## config.mk

```make
export PLATFORM = sky130hd
export DESIGN_NAME = matrix_route_ctrl_flat
export DESIGN_NICKNAME = d
export VERILOG_FILES = /design/src/rtl/matrix_route_ctrl_pkg.sv /design/src/rtl/matrix_route_ctrl_if.sv /design/src/rtl/matrix_route_ctrl.sv /design/src/flat_wrapper.sv
export SDC_FILE = /design/constraint.sdc
export NUM_CORES = 1
export LEC_CHECK = 0
export BUFFER_PORTS_ARGS = -buffer_cell sky130_fd_sc_hd__buf_4
export CAP_MARGIN = 20
export CORE_MARGIN = 4
export CORE_UTILIZATION = 50
export CTS_CLUSTER_DIAMETER = 60
export DETAILED_ROUTE_END_ITERATION = 10
export PLACE_DENSITY = 0.78
export SETUP_SLACK_MARGIN = 0.3
export SLEW_MARGIN = 40
export SYNTH_ARGS = -nofsm -noshare
export SYNTH_HDL_FRONTEND = slang
export SYNTH_SLANG_ARGS = --single-unit
```

## constraint.sdc

```tcl
create_clock -name clk -period 2.5 [get_ports clk]
set_input_delay 0.25 -clock clk [delete_from_list [all_inputs] [get_ports clk]]
set_output_delay 0.25 -clock clk [all_outputs]
set_load 0.01 [all_outputs]
```

## src/rtl/matrix_route_ctrl_pkg.sv

```systemverilog
// Shared definitions for the audio routing matrix and its route controller.
package matrix_route_ctrl_pkg;

  localparam int SEL_W       = 4;
  localparam int MTX_NUM_IN  = 9;
  localparam int MTX_NUM_OUT = 11;

  localparam logic [SEL_W-1:0] SRC_SILENCE = 4'd0;

  typedef enum logic [1:0] {
    ST_IDLE  = 2'd0,
    ST_MUTE  = 2'd1,
    ST_HOLD  = 2'd2,
    ST_APPLY = 2'd3
  } route_state_e;

  // A command is rejected for dest 0, dest beyond the last output, or src beyond the last input.
  function automatic logic route_cmd_bad(input logic [SEL_W-1:0] dest,
                                         input logic [SEL_W-1:0] src,
                                         input logic [SEL_W-1:0] dest_max,
                                         input logic [SEL_W-1:0] src_max);
    return (dest == 4'd0) || (dest > dest_max) || (src > src_max);
  endfunction

endpackage

```

## src/rtl/matrix_route_ctrl_if.sv

```systemverilog
// Route command valid/ready channel between a host and the matrix route controller.
interface matrix_route_ctrl_if;
  import matrix_route_ctrl_pkg::*;

  logic             cmd_valid;
  logic             cmd_ready;
  logic [SEL_W-1:0] cmd_dest;
  logic [SEL_W-1:0] cmd_src;

  modport master (output cmd_valid, output cmd_dest, output cmd_src, input cmd_ready);
  modport slave  (input cmd_valid, input cmd_dest, input cmd_src, output cmd_ready);

endinterface

```

## src/rtl/matrix_route_ctrl.sv

```systemverilog
// Click-free route sequencer for the 9x11 audio matrix: mutes a destination for
// MUTE_SAMPLES sample periods before connecting its new source, updating only on sample_tick.
module matrix_route_ctrl
  import matrix_route_ctrl_pkg::*;
#(
  parameter int NUM_OUT      = MTX_NUM_OUT,
  parameter int NUM_IN       = MTX_NUM_IN,
  parameter int MUTE_SAMPLES = 2
) (
  input  logic                     clk,
  input  logic                     rst,
  input  logic                     sample_tick,
  input  logic                     clear_all,
  matrix_route_ctrl_if.slave       cmd,
  output logic [SEL_W*NUM_OUT-1:0] sel_bus,
  output logic                     busy,
  output logic                     cmd_err,
  input  logic [SEL_W-1:0]         rd_dest,
  output logic [SEL_W-1:0]         rd_src
);

  localparam int               CNT_W    = $clog2(MUTE_SAMPLES + 1);
  localparam logic [CNT_W-1:0] CNT_LOAD = CNT_W'(MUTE_SAMPLES - 1);
  localparam logic [CNT_W-1:0] CNT_ONE  = CNT_W'(1);
  localparam logic [SEL_W-1:0] DEST_MAX = SEL_W'(NUM_OUT);
  localparam logic [SEL_W-1:0] SRC_MAX  = SEL_W'(NUM_IN);

  route_state_e     state_r, state_s;
  logic [CNT_W-1:0] cnt_r, cnt_s;
  logic [SEL_W-1:0] dest_r, dest_s;
  logic [SEL_W-1:0] src_r, src_s;
  logic [SEL_W-1:0] sel_r [NUM_OUT];
  logic [SEL_W-1:0] sel_s [NUM_OUT];
  logic             clr_pend_r, clr_pend_s;
  logic             ready_r, ready_s;
  logic             busy_r, busy_s;
  logic             err_r, err_s;
  logic [SEL_W-1:0] rd_src_r, rd_src_s;
  logic             xfer_s;
  logic [SEL_W-1:0] cmd_idx_s;
  logic [SEL_W-1:0] rd_idx_s;

  // Next-state, select updates, validation and readback selection.
  always_comb begin
    state_s    = state_r;
    cnt_s      = cnt_r;
    dest_s     = dest_r;
    src_s      = src_r;
    sel_s      = sel_r;
    clr_pend_s = clr_pend_r;
    err_s      = 1'b0;
    xfer_s     = cmd.cmd_valid & ready_r;
    cmd_idx_s  = cmd.cmd_dest - 4'd1;
    rd_idx_s   = rd_dest - 4'd1;

    if (clr_pend_r && sample_tick) begin
      // A pending clear overrides whatever sequence is in flight.
      for (int i = 0; i < NUM_OUT; i++) begin
        sel_s[i] = SRC_SILENCE;
      end
      state_s    = ST_IDLE;
      cnt_s      = {CNT_W{1'b0}};
      clr_pend_s = 1'b0;
    end else begin
      if (clear_all) begin
        clr_pend_s = 1'b1;
      end else begin
        clr_pend_s = clr_pend_r;
      end
      case (state_r)
        ST_IDLE: begin
          if (xfer_s && !clear_all) begin
            if (route_cmd_bad(cmd.cmd_dest, cmd.cmd_src, DEST_MAX, SRC_MAX)) begin
              err_s = 1'b1;
            end else if (cmd.cmd_src == sel_r[cmd_idx_s]) begin
              state_s = ST_IDLE;
            end else begin
              dest_s  = cmd_idx_s;
              src_s   = cmd.cmd_src;
              state_s = ST_MUTE;
            end
          end else begin
            state_s = ST_IDLE;
          end
        end
        ST_MUTE: begin
          if (sample_tick) begin
            sel_s[dest_r] = SRC_SILENCE;
            if (src_r == SRC_SILENCE) begin
              state_s = ST_IDLE;
            end else if (CNT_LOAD == {CNT_W{1'b0}}) begin
              cnt_s   = CNT_LOAD;
              state_s = ST_APPLY;
            end else begin
              cnt_s   = CNT_LOAD;
              state_s = ST_HOLD;
            end
          end else begin
            state_s = ST_MUTE;
          end
        end
        ST_HOLD: begin
          if (sample_tick) begin
            cnt_s = cnt_r - CNT_ONE;
            if (cnt_r == CNT_ONE) begin
              state_s = ST_APPLY;
            end else begin
              state_s = ST_HOLD;
            end
          end else begin
            state_s = ST_HOLD;
          end
        end
        ST_APPLY: begin
          if (sample_tick) begin
            sel_s[dest_r] = src_r;
            state_s       = ST_IDLE;
          end else begin
            state_s = ST_APPLY;
          end
        end
        default: begin
          state_s = ST_IDLE;
        end
      endcase
    end

    ready_s = (state_s == ST_IDLE) && !clr_pend_s;
    busy_s  = (state_s != ST_IDLE) || clr_pend_s;

    if ((rd_dest != 4'd0) && (rd_dest <= DEST_MAX)) begin
      rd_src_s = sel_r[rd_idx_s];
    end else begin
      rd_src_s = SRC_SILENCE;
    end
  end

  // State, select array and registered outputs.
  always_ff @(posedge clk or posedge rst) begin
    if (rst) begin
      state_r    <= ST_IDLE;
      cnt_r      <= {CNT_W{1'b0}};
      dest_r     <= 4'd0;
      src_r      <= SRC_SILENCE;
      clr_pend_r <= 1'b0;
      ready_r    <= 1'b0;
      busy_r     <= 1'b0;
      err_r      <= 1'b0;
      rd_src_r   <= SRC_SILENCE;
      for (int i = 0; i < NUM_OUT; i++) begin
        sel_r[i] <= SRC_SILENCE;
      end
    end else begin
      state_r    <= state_s;
      cnt_r      <= cnt_s;
      dest_r     <= dest_s;
      src_r      <= src_s;
      clr_pend_r <= clr_pend_s;
      ready_r    <= ready_s;
      busy_r     <= busy_s;
      err_r      <= err_s;
      rd_src_r   <= rd_src_s;
      sel_r      <= sel_s;
    end
  end

  for (genvar g = 0; g < NUM_OUT; g++) begin : g_pack
    assign sel_bus[g*SEL_W +: SEL_W] = sel_r[g];
  end

  assign cmd.cmd_ready = ready_r;
  assign busy          = busy_r;
  assign cmd_err       = err_r;
  assign rd_src        = rd_src_r;

endmodule

```

## src/flat_wrapper.sv

```systemverilog
// flat-port wrapper written by rule: the top's interface ports become plain ports
module matrix_route_ctrl_flat import matrix_route_ctrl_pkg::*;
#(
  parameter int NUM_OUT      = MTX_NUM_OUT,
  parameter int NUM_IN       = MTX_NUM_IN,
  parameter int MUTE_SAMPLES = 2
)
  (clk, rst, sample_tick, clear_all, sel_bus, busy, cmd_err, rd_dest, rd_src, cmd_cmd_valid, cmd_cmd_dest, cmd_cmd_src, cmd_cmd_ready);
  matrix_route_ctrl_if cmd_i ();
  input  logic clk;
  input  logic rst;
  input  logic sample_tick;
  input  logic clear_all;
  output logic [SEL_W*NUM_OUT-1:0] sel_bus;
  output logic busy;
  output logic cmd_err;
  input  logic [SEL_W-1:0] rd_dest;
  output logic [SEL_W-1:0] rd_src;
  input wire logic [$bits(cmd_i.cmd_valid)-1:0] cmd_cmd_valid;
  input wire logic [$bits(cmd_i.cmd_dest)-1:0] cmd_cmd_dest;
  input wire logic [$bits(cmd_i.cmd_src)-1:0] cmd_cmd_src;
  output wire logic [$bits(cmd_i.cmd_ready)-1:0] cmd_cmd_ready;
  assign cmd_i.cmd_valid = cmd_cmd_valid;
  assign cmd_i.cmd_dest = cmd_cmd_dest;
  assign cmd_i.cmd_src = cmd_cmd_src;
  assign cmd_cmd_ready = cmd_i.cmd_ready;
  matrix_route_ctrl #(.NUM_OUT(NUM_OUT), .NUM_IN(NUM_IN), .MUTE_SAMPLES(MUTE_SAMPLES)) u_core (.clk(clk), .rst(rst), .sample_tick(sample_tick), .clear_all(clear_all), .cmd(cmd_i), .sel_bus(sel_bus), .busy(busy), .cmd_err(cmd_err), .rd_dest(rd_dest), .rd_src(rd_src));
endmodule
```

==> metrics.txt <==
crit share post-route 91.4%; global-route wire length before repair 17600 µm; die width 94.2 µm; CTS Buf Count 9; Final Hold Violating Endpoints 0; core area 0.00725 mm²; max frequency 438 MHz; Hold WC Path Type primary input to async pin; area grow syn2layout 35.2%; CTS Buffer Depth 2; die height 94.2 µm; clock power share 35.6%; initial antenna violation count 0; Post-synth EDFFs 0; Max Slew Vio Count 0; FILL cells 519; TritonCTS sink count 64; RSZ-0062 raised after global routing true; HPWL Detailed 7960 µm; CP arrival 2520 ps; cells after synthesis 346; worst rel slew slack 54.3%; top cells by count, synth dfrtp_1, a22o_1, a21oi_1; drt via density 6.13; Routed wire per std cell 20.6 µm; Port Buf Inserts 67; Leak 0.00238 µW; Max-cap violations 0; clk slew on worst S/H paths 80 ps; Logic pwr share 21.8%; status complete, no violations; Ys Warns 0; fin area 0.00502 mm²; CP Class primary input to flip-flop; Final min period 2290 ps; Rows 31; register share of total power 42.6%; commonest register cell after synthesis dfrtp_1; worst path required time 2740 ps; pin count of the biggest net entering global routing 65; Fin Setup TNS 0 ps; fin nets 474; TritonRoute pass-1 iters 5; final setup violation count 0; power density over cell area 575 mW/mm²; crit path capture type flip-flop; Switch Pwr 909 µW; Setup Skew 11.5 ps; RR Startpoint u_core.sel_bus[25]; drt drc 0; worst vdd ir 0.000272 V; Routed Antenna Nets 0; Netlist cell types 41; vias in the first global route 3306; ant diodes 0; Initial Util 51.2%; #FFs+latches synth 64; worst skew pair latency 350 ps; IO Count 68; Overall Global Routing Usage 26.4%; ratio of cells with drive above 1 in the final layout 40.0%; Mapped Area 0.00372 mm²; Switching Share 31.5%; R2R cell count 9; via count 3377; sequential-to-total area share from yosys stat 43.1%; Worst Setup Start Kind primary input; Root Driver clkbuf_8; GP Congestion 0.890; post-synth top area share 43.1%; drt total wl 11400 µm; Iter 0 DRT Violations 422; Placed Area 0.00448 mm²; dpl ws -180 ps; FF-to-FF End u_core.dest_r[0]; TritonCTS clock tree yes; CP max FO 8; fraction of registers with async set/reset 100%; grt ovf 0; setup slack after layout 215 ps; H-tree depth 3; area leader, netlist dfrtp_1; Worst Tran Pin Value 679 ps; synth top area cells dfrtp_1, a22o_1, mux4_2, a21oi_1, ha_1; Reg2Reg Setup Slack 230 ps; internal power 1980 µW; # hold bufs at CTS 0; die area 0.00888 mm²; syn_nets 373; total power 2890 µW; syn_area_per_cell 10.7 µm²; most common cell in the synthesized netlist dfrtp_1
[worst max-delay path, cell delays in order]
cell and delay, ps:
buf_8 110, inv_4 50, buf_4 100, ha_1 200
buf_4 170, inv_1 70, a32oi_4 270, buf_6 160
o22ai_4 60, nor3_2 230, o22ai_1 120, buf_4 160
o21ai_4 140, buf_12 150, mux2_4 290
[kinds of logic after synthesis]
family | share of synthesized area (%)
muxes | 16.0
AOI/OAI and AO/OA | 20.9
and+or+nand+nor | 11.6
buffers and inverters | 4.04
DFF | 43.1
adders and majority gates | 3.37
xor gates and xnor gates | 0.943
[sequential cells by signal, summed over array words and instances (netlist names)]
signal	flops
u_core.state_r	2
u_core.cmd.cmd_ready	1
u_core.clr_pend_r	1
u_core.dest_r	4
u_core.sel_bus	44
u_core.rd_src	4
u_core.busy	1
u_core.src_r	4
u_core.cmd_err	1
u_core.cnt_r	2
[stage by stage]
| stage | hold slack [ps] | cells | utilization [%] |
|---|---|---|---|
| final | 25.9 | 551 | 69.2 |
| after CTS | 151 | 544 | 67.8 |
| after detailed placement | 514 | 511 | 61.8 |
| after global placement | 511 | 511 | 61.8 |
| after floorplan | 397 | 346 | - |
| after global routing | 76.2 | 551 | 69.2 |
[power groups by stage]
| stage | sequential (µW) | clock (µW) | combinational [µW] |
|---|---|---|---|
| 3_5_place_dp | 1240 | 0 | 587 |
| 2_1_floorplan | 1190 | 0 | 433 |
| 6_report | 1230 | 1030 | 631 |
| 4_1_cts | 1220 | 1030 | 604 |
| 5_1_grt | 1240 | 1080 | 679 |
| 3_3_place_gp | 1240 | 0 | 568 |
[layout by cell type (no fill, tap or decap), types with 4 or more instances in the layout]
master,instances
a21oi_1,22
buf_4,103
mux4_2,16
nor2_1,20
o22ai_1,5
nand2_1,16
nand3_1,8
a22o_1,44
ha_1,9
mux2i_1,10
nor3_1,4
mux2_4,7
mux2_2,5
dfrtp_1,64
nor3_2,4
o21ai_0,13
inv_1,13
clkbuf_8,10
nor2b_1,10
xor2_1,4
and2_1,9
[worst max path at each step]
stage,start,endpoint,slack [ps],cells past startpoint
2_1_floorplan,cmd_cmd_dest[0],u_core.dest_r[0],-90,12
3_3_place_gp,cmd_cmd_dest[0],u_core.src_r[1],-110,14
3_5_place_dp,cmd_cmd_dest[0],u_core.dest_r[0],-180,14
4_1_cts,cmd_cmd_dest[0],u_core.src_r[3],290,12
5_1_grt,u_core.sel_bus[28],u_core.src_r[2],220,8
6_report,cmd_cmd_dest[0],u_core.dest_r[0],210,15
[metal layers]
metal | wire, µm | track usage (%) | vias to the layer above | part of all wire [%]
met5 | 0 | 0 | - | 0
met4 | 328 | 9.27 | 0 | 2.9
met3 | 785 | 5.69 | 39 | 6.9
met2 | 5730 | 43.9 | 167 | 50
met1 | 4510 | 34.0 | 1672 | 40
li1 | - | - | 1499 | -
[final cells by class]
cell class / instances / area [µm²] / area share, %
repair buffers: 109 / 862 / 17.2
inverters: 18 / 72.6 / 1.44
clock inverters: 6 / 90.1 / 1.79
clock buffers: 10 / 138 / 2.74
well taps: 99 / 124 / 2.47
multi-input cells: 245 / 2130 / 42.5
flip-flops and latches: 64 / 1600 / 31.9
[repair_timing]
| action | in CTS | in global routing |
|---|---|---|
| setup buffers | 17 | 7 |
| pin swaps | 9 | 3 |
| gates resized for setup | 16 | 10 |
| setup endpoints to repair | 8 | 15 |
| cloned | 0 | 0 |
(Power assumes the default switching activity.)
